## src/rtl/pc_pkg.sv

```systemverilog
// Shared definitions for the program-counter style up/down counter.
// Command encoding plus the wrap/saturate mode constants.
package pc_pkg;

  typedef enum logic [2:0] {
    CMD_HOLD = 3'd0,
    CMD_CLR  = 3'd1,
    CMD_LOAD = 3'd2,
    CMD_INC  = 3'd3,
    CMD_DEC  = 3'd4
  } cmd_e;

  localparam bit MODE_WRAP = 1'b0;
  localparam bit MODE_SAT  = 1'b1;

endpackage

```

## src/rtl/inc_n.sv

```systemverilog
// WIDTH-generic combinational +1 with carry-out.
module inc_n #(
  parameter int WIDTH = 16
) (
  input  logic [WIDTH-1:0] a,
  output logic [WIDTH-1:0] sum,
  output logic             co
);

  assign {co, sum} = {1'b0, a} + (WIDTH+1)'(1);

endmodule

```

## src/rtl/pc_counter.sv

```systemverilog
// Up/down counter over 0..LIMIT with load, clear, wrap or saturate at the ends.
// One prioritised command per clock edge; wrap is a one-cycle registered pulse.
module pc_counter
  import pc_pkg::*;
#(
  parameter int               WIDTH = 16,
  parameter logic [WIDTH-1:0] LIMIT = {WIDTH{1'b1}},
  parameter bit               SAT   = MODE_WRAP
) (
  input  logic             clk,
  input  logic             rst_n,
  input  logic             clr,
  input  logic             load,
  input  logic [WIDTH-1:0] in,
  input  logic             inc,
  input  logic             dec,
  output logic [WIDTH-1:0] out,
  output logic             wrap,
  output logic             at_max,
  output logic             at_zero
);

  localparam logic [WIDTH-1:0] ONE = WIDTH'(1);

  cmd_e             cmd;
  logic [WIDTH-1:0] inc_sum;
  logic             inc_co;
  logic [WIDTH-1:0] out_nxt;
  logic             wrap_nxt;

  inc_n #(.WIDTH(WIDTH)) u_inc (
    .a   (out),
    .sum (inc_sum),
    .co  (inc_co)
  );

  always_comb begin
    cmd = CMD_HOLD;
    if (clr)               cmd = CMD_CLR;
    else if (load)         cmd = CMD_LOAD;
    else if (inc && !dec)  cmd = CMD_INC;
    else if (dec && !inc)  cmd = CMD_DEC;
  end

  // Carry-out covers the full-range case; out == LIMIT covers reduced ranges.
  always_comb begin
    out_nxt  = out;
    wrap_nxt = 1'b0;
    unique case (cmd)
      CMD_CLR:  out_nxt = '0;
      CMD_LOAD: out_nxt = (in > LIMIT) ? LIMIT : in;
      CMD_INC: begin
        if (inc_co || (out == LIMIT)) begin
          if (SAT == MODE_WRAP) begin
            out_nxt  = '0;
            wrap_nxt = 1'b1;
          end
        end else begin
          out_nxt = inc_sum;
        end
      end
      CMD_DEC: begin
        if (out == '0) begin
          if (SAT == MODE_WRAP) begin
            out_nxt  = LIMIT;
            wrap_nxt = 1'b1;
          end
        end else begin
          out_nxt = out - ONE;
        end
      end
      default: ;
    endcase
  end

  always_ff @(posedge clk) begin
    if (!rst_n) begin
      out  <= '0;
      wrap <= 1'b0;
    end else begin
      out  <= out_nxt;
      wrap <= wrap_nxt;
    end
  end

  assign at_max  = (out == LIMIT);
  assign at_zero = (out == '0);

endmodule

```

## config.mk

```make
export PLATFORM = sky130hd
export DESIGN_NAME = pc_counter
export DESIGN_NICKNAME = d
export VERILOG_FILES = /design/src/rtl/pc_pkg.sv /design/src/rtl/inc_n.sv /design/src/rtl/pc_counter.sv
export SDC_FILE = /design/constraint.sdc
export NUM_CORES = 1
export LEC_CHECK = 0
export ABC_AREA = 1
export BUFFER_PORTS_ARGS = -buffer_cell sky130_fd_sc_hd__buf_2
export CAP_MARGIN = 25
export CORE_MARGIN = 3
export CORE_UTILIZATION = 40
export DETAILED_ROUTE_END_ITERATION = 8
export GPL_ROUTABILITY_DRIVEN = 0
export GPL_TIMING_DRIVEN = 0
export HOLD_SLACK_MARGIN = 0.15
export SLEW_MARGIN = 40
export SYNTH_ARGS = -nofsm -noshare
export SYNTH_HDL_FRONTEND = slang
export SYNTH_SLANG_ARGS = --single-unit
```

## constraint.sdc

```tcl
create_clock -name clk -period 3.42 [get_ports clk]
set_input_delay 0.171 -clock clk [delete_from_list [all_inputs] [get_ports clk]]
set_output_delay 0.171 -clock clk [all_outputs]
set_load 0.01 [all_outputs]
```

Word level (Yosys, flattened, before mapping)
Index checks and enable logic that the tools add are counted.
{"block": "word_totals", "reg_bits": 17, "input_bits": 22, "output_inout_bits": 19}
{"block": "classes", "add_sub_neg": 2, "magnitude_cmp": 1, "n_eq_ne": 5, "mux": 11, "n_reduce_logical": 7}
{"cell": "$pmux 16 s4", "n": 1}
{"cell": "$mux 16", "n": 3}
{"cell": "$add 16x1->17 const B", "n": 1}
{"cell": "$eq 16x16->1 const B", "n": 1}
{"cell": "$gt 16x16->1 const B", "n": 1}
{"cell": "$logic_not 16->1", "n": 1}
{"cell": "$sub 16x1->16 const B", "n": 1}
{"cell": "$mux 3", "n": 4}
{"cell": "$eq 3x2->1 const B", "n": 2}
{"cell": "$reduce_bool 4->1", "n": 1}
{"cell": "$eq 3x1->1 const B", "n": 1}
{"cell": "$eq 3x3->1 const B", "n": 1}
{"cell": "$logic_and 1x1->1", "n": 2}
{"cell": "$logic_not 1->1", "n": 2}
{"cell": "$mux 1", "n": 2}
{"cell": "$pmux 1 s2", "n": 1}
{"cell": "$logic_or 1x1->1", "n": 1}

Logic depth before layout (Yosys ltp)
{"block": "logic_depth", "word_depth": 8, "depth_mapped": 11, "mapped_depth_nobuf": 11}

Cells and area by module
Synthesis repeated with hierarchy kept, for this count alone.
{"block": "hier_totals", "hier_cells": 380, "area_unflattened_um2": 2031.9}
{"module": "pc_counter", "n_inst": 1, "cells_per_inst": 306, "area_each_um2": 1649.1, "seq_area_each_um2": 340.3}
{"module": "inc_n", "n_inst": 1, "cells_per_inst": 74, "area_each_um2": 382.9, "seq_area_each_um2": 0.0}

Least setup slack after synthesis
Ideal clock, no wire load.
{"block": "synth_path", "path_kind": "register to register", "startpoint": "register out[0]", "endpoint": "register out[12]", "setup_time_ns": 0.117, "t_arrival_ns": 1.393, "setup_slack_ns": 1.909, "stages_incl_launch_ff": 10, "path_buffers": 0, "synth_period_minus_slack_ns": 1.511, "path_cell_list": "dfxtp_1 -> inv_1 -> ha_1 -> nand2_1 -> nor3b_1 -> nand3_1 -> nand3_1 -> nand3_1 -> nor2_1 -> nor2_1"}
{"block": "synth_via", "elab_chain_cells": 4, "elab_cells_between_ends": 8, "classes_between": "add/sub: 2; eq/ne: 1; mux: 3; reduce/logical: 2"}
{"element": "start: declaration", "line": "pc_counter.sv:17", "rtl": "output logic [WIDTH-1:0] out,"}
{"element": "start signal: assignment", "line": "pc_counter.sv:81", "rtl": "out <= out_nxt;"}
{"element": "$add 16x1->17 / $eq 16x16->1 (equally long branches)", "line": "inc_n.sv:10, pc_counter.sv:53"}
{"element": "$logic_or 1x1->1", "line": "pc_counter.sv:53", "rtl": "if (inc_co || (out == LIMIT)) begin"}
{"element": "$mux 16", "line": "pc_counter.sv:53"}
{"element": "$pmux 16 s4 (*)", "line": "pc_counter.sv:49", "rtl": "unique case (cmd)"}
Every way passes the cells marked *; elsewhere a longest branch is shown, timed or not.
A chain may end at the register's enable or synchronous reset.

Final worst setup path
Ends and elaborated chain as after synthesis.

==> impl_metrics.csv <==
group,metric,value,unit
critical_path,startpoint,"out[0]",
place,io_buffers,40,
timing,fin_crit,1900,ps
synthesis,yosys-top-cells-area,"nand2_1 22%, dfxtp_1 17%, nand3_1 9.1%",
cells_and_area,final_common_cell,"nand2_1",
detailed_routing,viasPerCell,4.98,
detailed_routing,post_drt_wl_per_cell,13.2,um
cells_and_area,n_antenna_cell,0,
cells_and_area,final_cell_mix,"118 x nand2_1, 43 x buf_2, 42 x inv_1",
cells_and_area,layout.nets,411,
grt,antenna_found_initial,0,
synthesis,ys_warn_count,0,
critical_path,timing.rr.end,"out[12]",
floorplan,die_y,76.4,um
critical_path,worstPathMaxFanout,7,
clock_network,numCtsBuffers,3,
critical_path,timing.rr.start,"out[0]",
detailed_routing,drt_iter0_drc,131,
timing,rsz0062_at_grt,"no",
floorplan,start_util,43.5,%
pwr,irDropWorstVdd,0.139,mV
pwr,pwr_density_cell,281,nW/um^2
detailed_routing,ant_nets,0,
grt,grt_pass1_wl,10.1,mm
synthesis,synthCells,340,
critical_path,critical_path_buf_inv_count,1,
critical_path,crit_top_cell,"nand3_1",
synthesis,netlist_area,1980,sq um
timing,fmax,0.526,GHz
floorplan,core_area,4560,sq um
floorplan,rows,24,
floorplan,die_x,76.4,um
clock_network,clk_pin_slew_worst_paths,80,ps
grt,grt_pass1_vias,2064,
grt,grt-ovfl-total,0,
clock_network,clockRootBuffer,"clkbuf_8",
status,run_status,"finished clean",
synthesis,ys_seq_area_share,17.2,%
synthesis,ys_types,32,
critical_path,endpoint_kind,"flip-flop",
pwr,power_leakage,1.28,nW
critical_path,start_kind,"flip-flop",
critical_path,cp-endpoint,"out[12]",
timing,tns,0,ps
timing,hold_ws,204,ps
place,postPlaceCellArea,2270,sq um
hold_path,hold_class,"input pin to flip-flop",
grt,grt_max_degree,11,
detailed_routing,drc,0,
synthesis,syn_area_per_cell,5.84,sq um
critical_path,r2r_slack,1520,ps
clock_network,clockBufferDepth,2,
cells_and_area,fillers,492,
detailed_routing,vias,2239,
critical_path,cp.arrival,2060,ps
critical_path,reg2reg_depth,9,
grt,grt_usage,21.2,%
clock_network,cts_num_sinks,17,
critical_path,worst-path-stages,9,
place,hpwl,4.51,mm
timing,clock_skew,9.44,ps
timing,min_period_over_period,55.6,%
cells_and_area,areaGrowthSynthToFinish,17.0,%
timing,setup_violations,0,
cells_and_area,final_core_util,50.8,%
timing,slew_violations,0,
timing,slew_headroom,61.7,%
floorplan,design.die.area,5840,sq um
cells_and_area,drive_gt1_share,22.9,%
timing,hold_viol,0,
job,cap_violations,0,
synthesis,synth_top_cell_area_share,22.3,%
synthesis,synth_fp_nets,365,
synthesis,synth_top_cell_by_area,"nand2_1",
synthesis,ys_seq_elements,17,
critical_path,crit_slowest_cell,"nor3b_1",
timing,worst_pin_slew,575,ps
clock_network,tritoncts,"yes",
critical_path,required,3570,ps
floorplan,io_pins,41,
detailed_routing,drt_pass1_iterations,4,
critical_path,path_cells,"inv_1 > ha_1 > nand2_1 > nor3b_1 > nand3_1 > nand3_1 > nand3_1 > nor2_1 > nor2_1",
clock_network,h-tree-depth,1,
detailed_routing,finalWirelength,5.93,mm
critical_path,path_delay_family,"simple AND/OR/NAND/NOR gates",
clock_network,insertion_delay,270,ps
critical_path,cpPeakStageDelay,450,ps
critical_path,critPathKind,"flip-flop to flip-flop",
cells_and_area,finish.instance_area,2320,sq um
## synthesized netlist by cell type
| cell | instances |
|---|---|
| nand2_2 | 4 |
| nand3_4 | 1 |
| nand2_1 | 118 |
| buf_6 | 8 |
| nor3b_1 | 1 |
| nand3_1 | 36 |
| ha_1 | 3 |
| nand3b_1 | 3 |
| buf_2 | 3 |
| nand4_4 | 1 |
| dfxtp_1 | 17 |
| nand3_2 | 1 |
| a21oi_1 | 10 |
| clkbuf_1 | 1 |
| o21bai_1 | 1 |
| inv_1 | 42 |
| nor2_1 | 31 |
| a22oi_1 | 4 |
| buf_4 | 3 |
| o211ai_1 | 2 |
| o2111ai_1 | 1 |
| nand4_1 | 9 |
| clkinv_1 | 1 |
| nor2_4 | 10 |
| nor2_2 | 10 |
| xor2_1 | 7 |
| o21ai_1 | 1 |
| and2_1 | 1 |
| inv_2 | 2 |
| o21ai_0 | 6 |
| nand2_4 | 1 |
| or2_2 | 1 |
## layout make-up
cell class | count | area (sq um) | area share [%]
tap | 65 | 81.3 | 3.50
timing repair buffer | 41 | 210 | 9.06
multi-input combinational | 263 | 1340 | 57.9
buffer | 15 | 131 | 5.66
clock buffer | 4 | 45.0 | 1.94
sequential | 17 | 340 | 14.7
inverter | 45 | 169 | 7.28
## kinds of logic (layout without fill, tap and decap cells)
group	Yosys count	count (layout)	share of synthesized area [%]
AND/OR/NAND/NOR	228	228	55.4
flip-flops	17	17	17.2
buffers and inverters	60	105	15.1
XOR/XNOR	7	7	3.09
AO/OA/AOI/OAI	25	25	7.38
adder cells (fa/ha/maj)	3	3	1.89
## routing by layer
metal  GRT usage (%)  part of all wire (%)
met4            7.07                   1.8
met5               0                     0
met2            34.4                    45
met1            29.1                    49
met3            2.25                   4.9
## state kept, by name, indices dropped and copies added, names as in the netlist
name,flops
wrap,1
out,16
## worst register-to-register path: cells and delay by family (launching register included)
family	cells	cell delay, ps
adder cells (fa/ha/maj)	1	240
AND/OR/NAND/NOR	7	980
buffers and inverters	1	210
flip-flops	1	370
## worst min path at each step
stage	to	slack [ps]	cells after the start	start
4_1_cts	out[6]	200	5	in[6]
2_1_floorplan	out[0]	300	2	rst_n
3_3_place_gp	out[0]	430	3	rst_n
6_report	out[6]	200	5	in[6]
3_5_place_dp	out[0]	420	3	rst_n
5_1_grt	out[6]	240	5	in[6]
## power by group
part	switching [mW]	internal [mW]	leakage, nW
registers	0.0101	0.208	0.139
clock network	0.0857	0.0832	0.0228
logic	0.165	0.0987	1.11
## stage by stage
stage                     setup WS (ps)  total power [mW]  instances
after detailed placement           1600             0.484        445
after global placement             1600             0.482        445
after floorplan                    1910             0.414        340
after global routing               1340             0.703        450
after CTS                          1530             0.658        450
final                              1520             0.651        450
## what timing repair did
item	in CTS	in global routing
resized for setup	0	0
setup endpoints to repair	0	0
buffers inserted	0	0
hold buffers	1	0
endpoints found under the hold margin	1	0
Power figures use the tool's default switching activity.
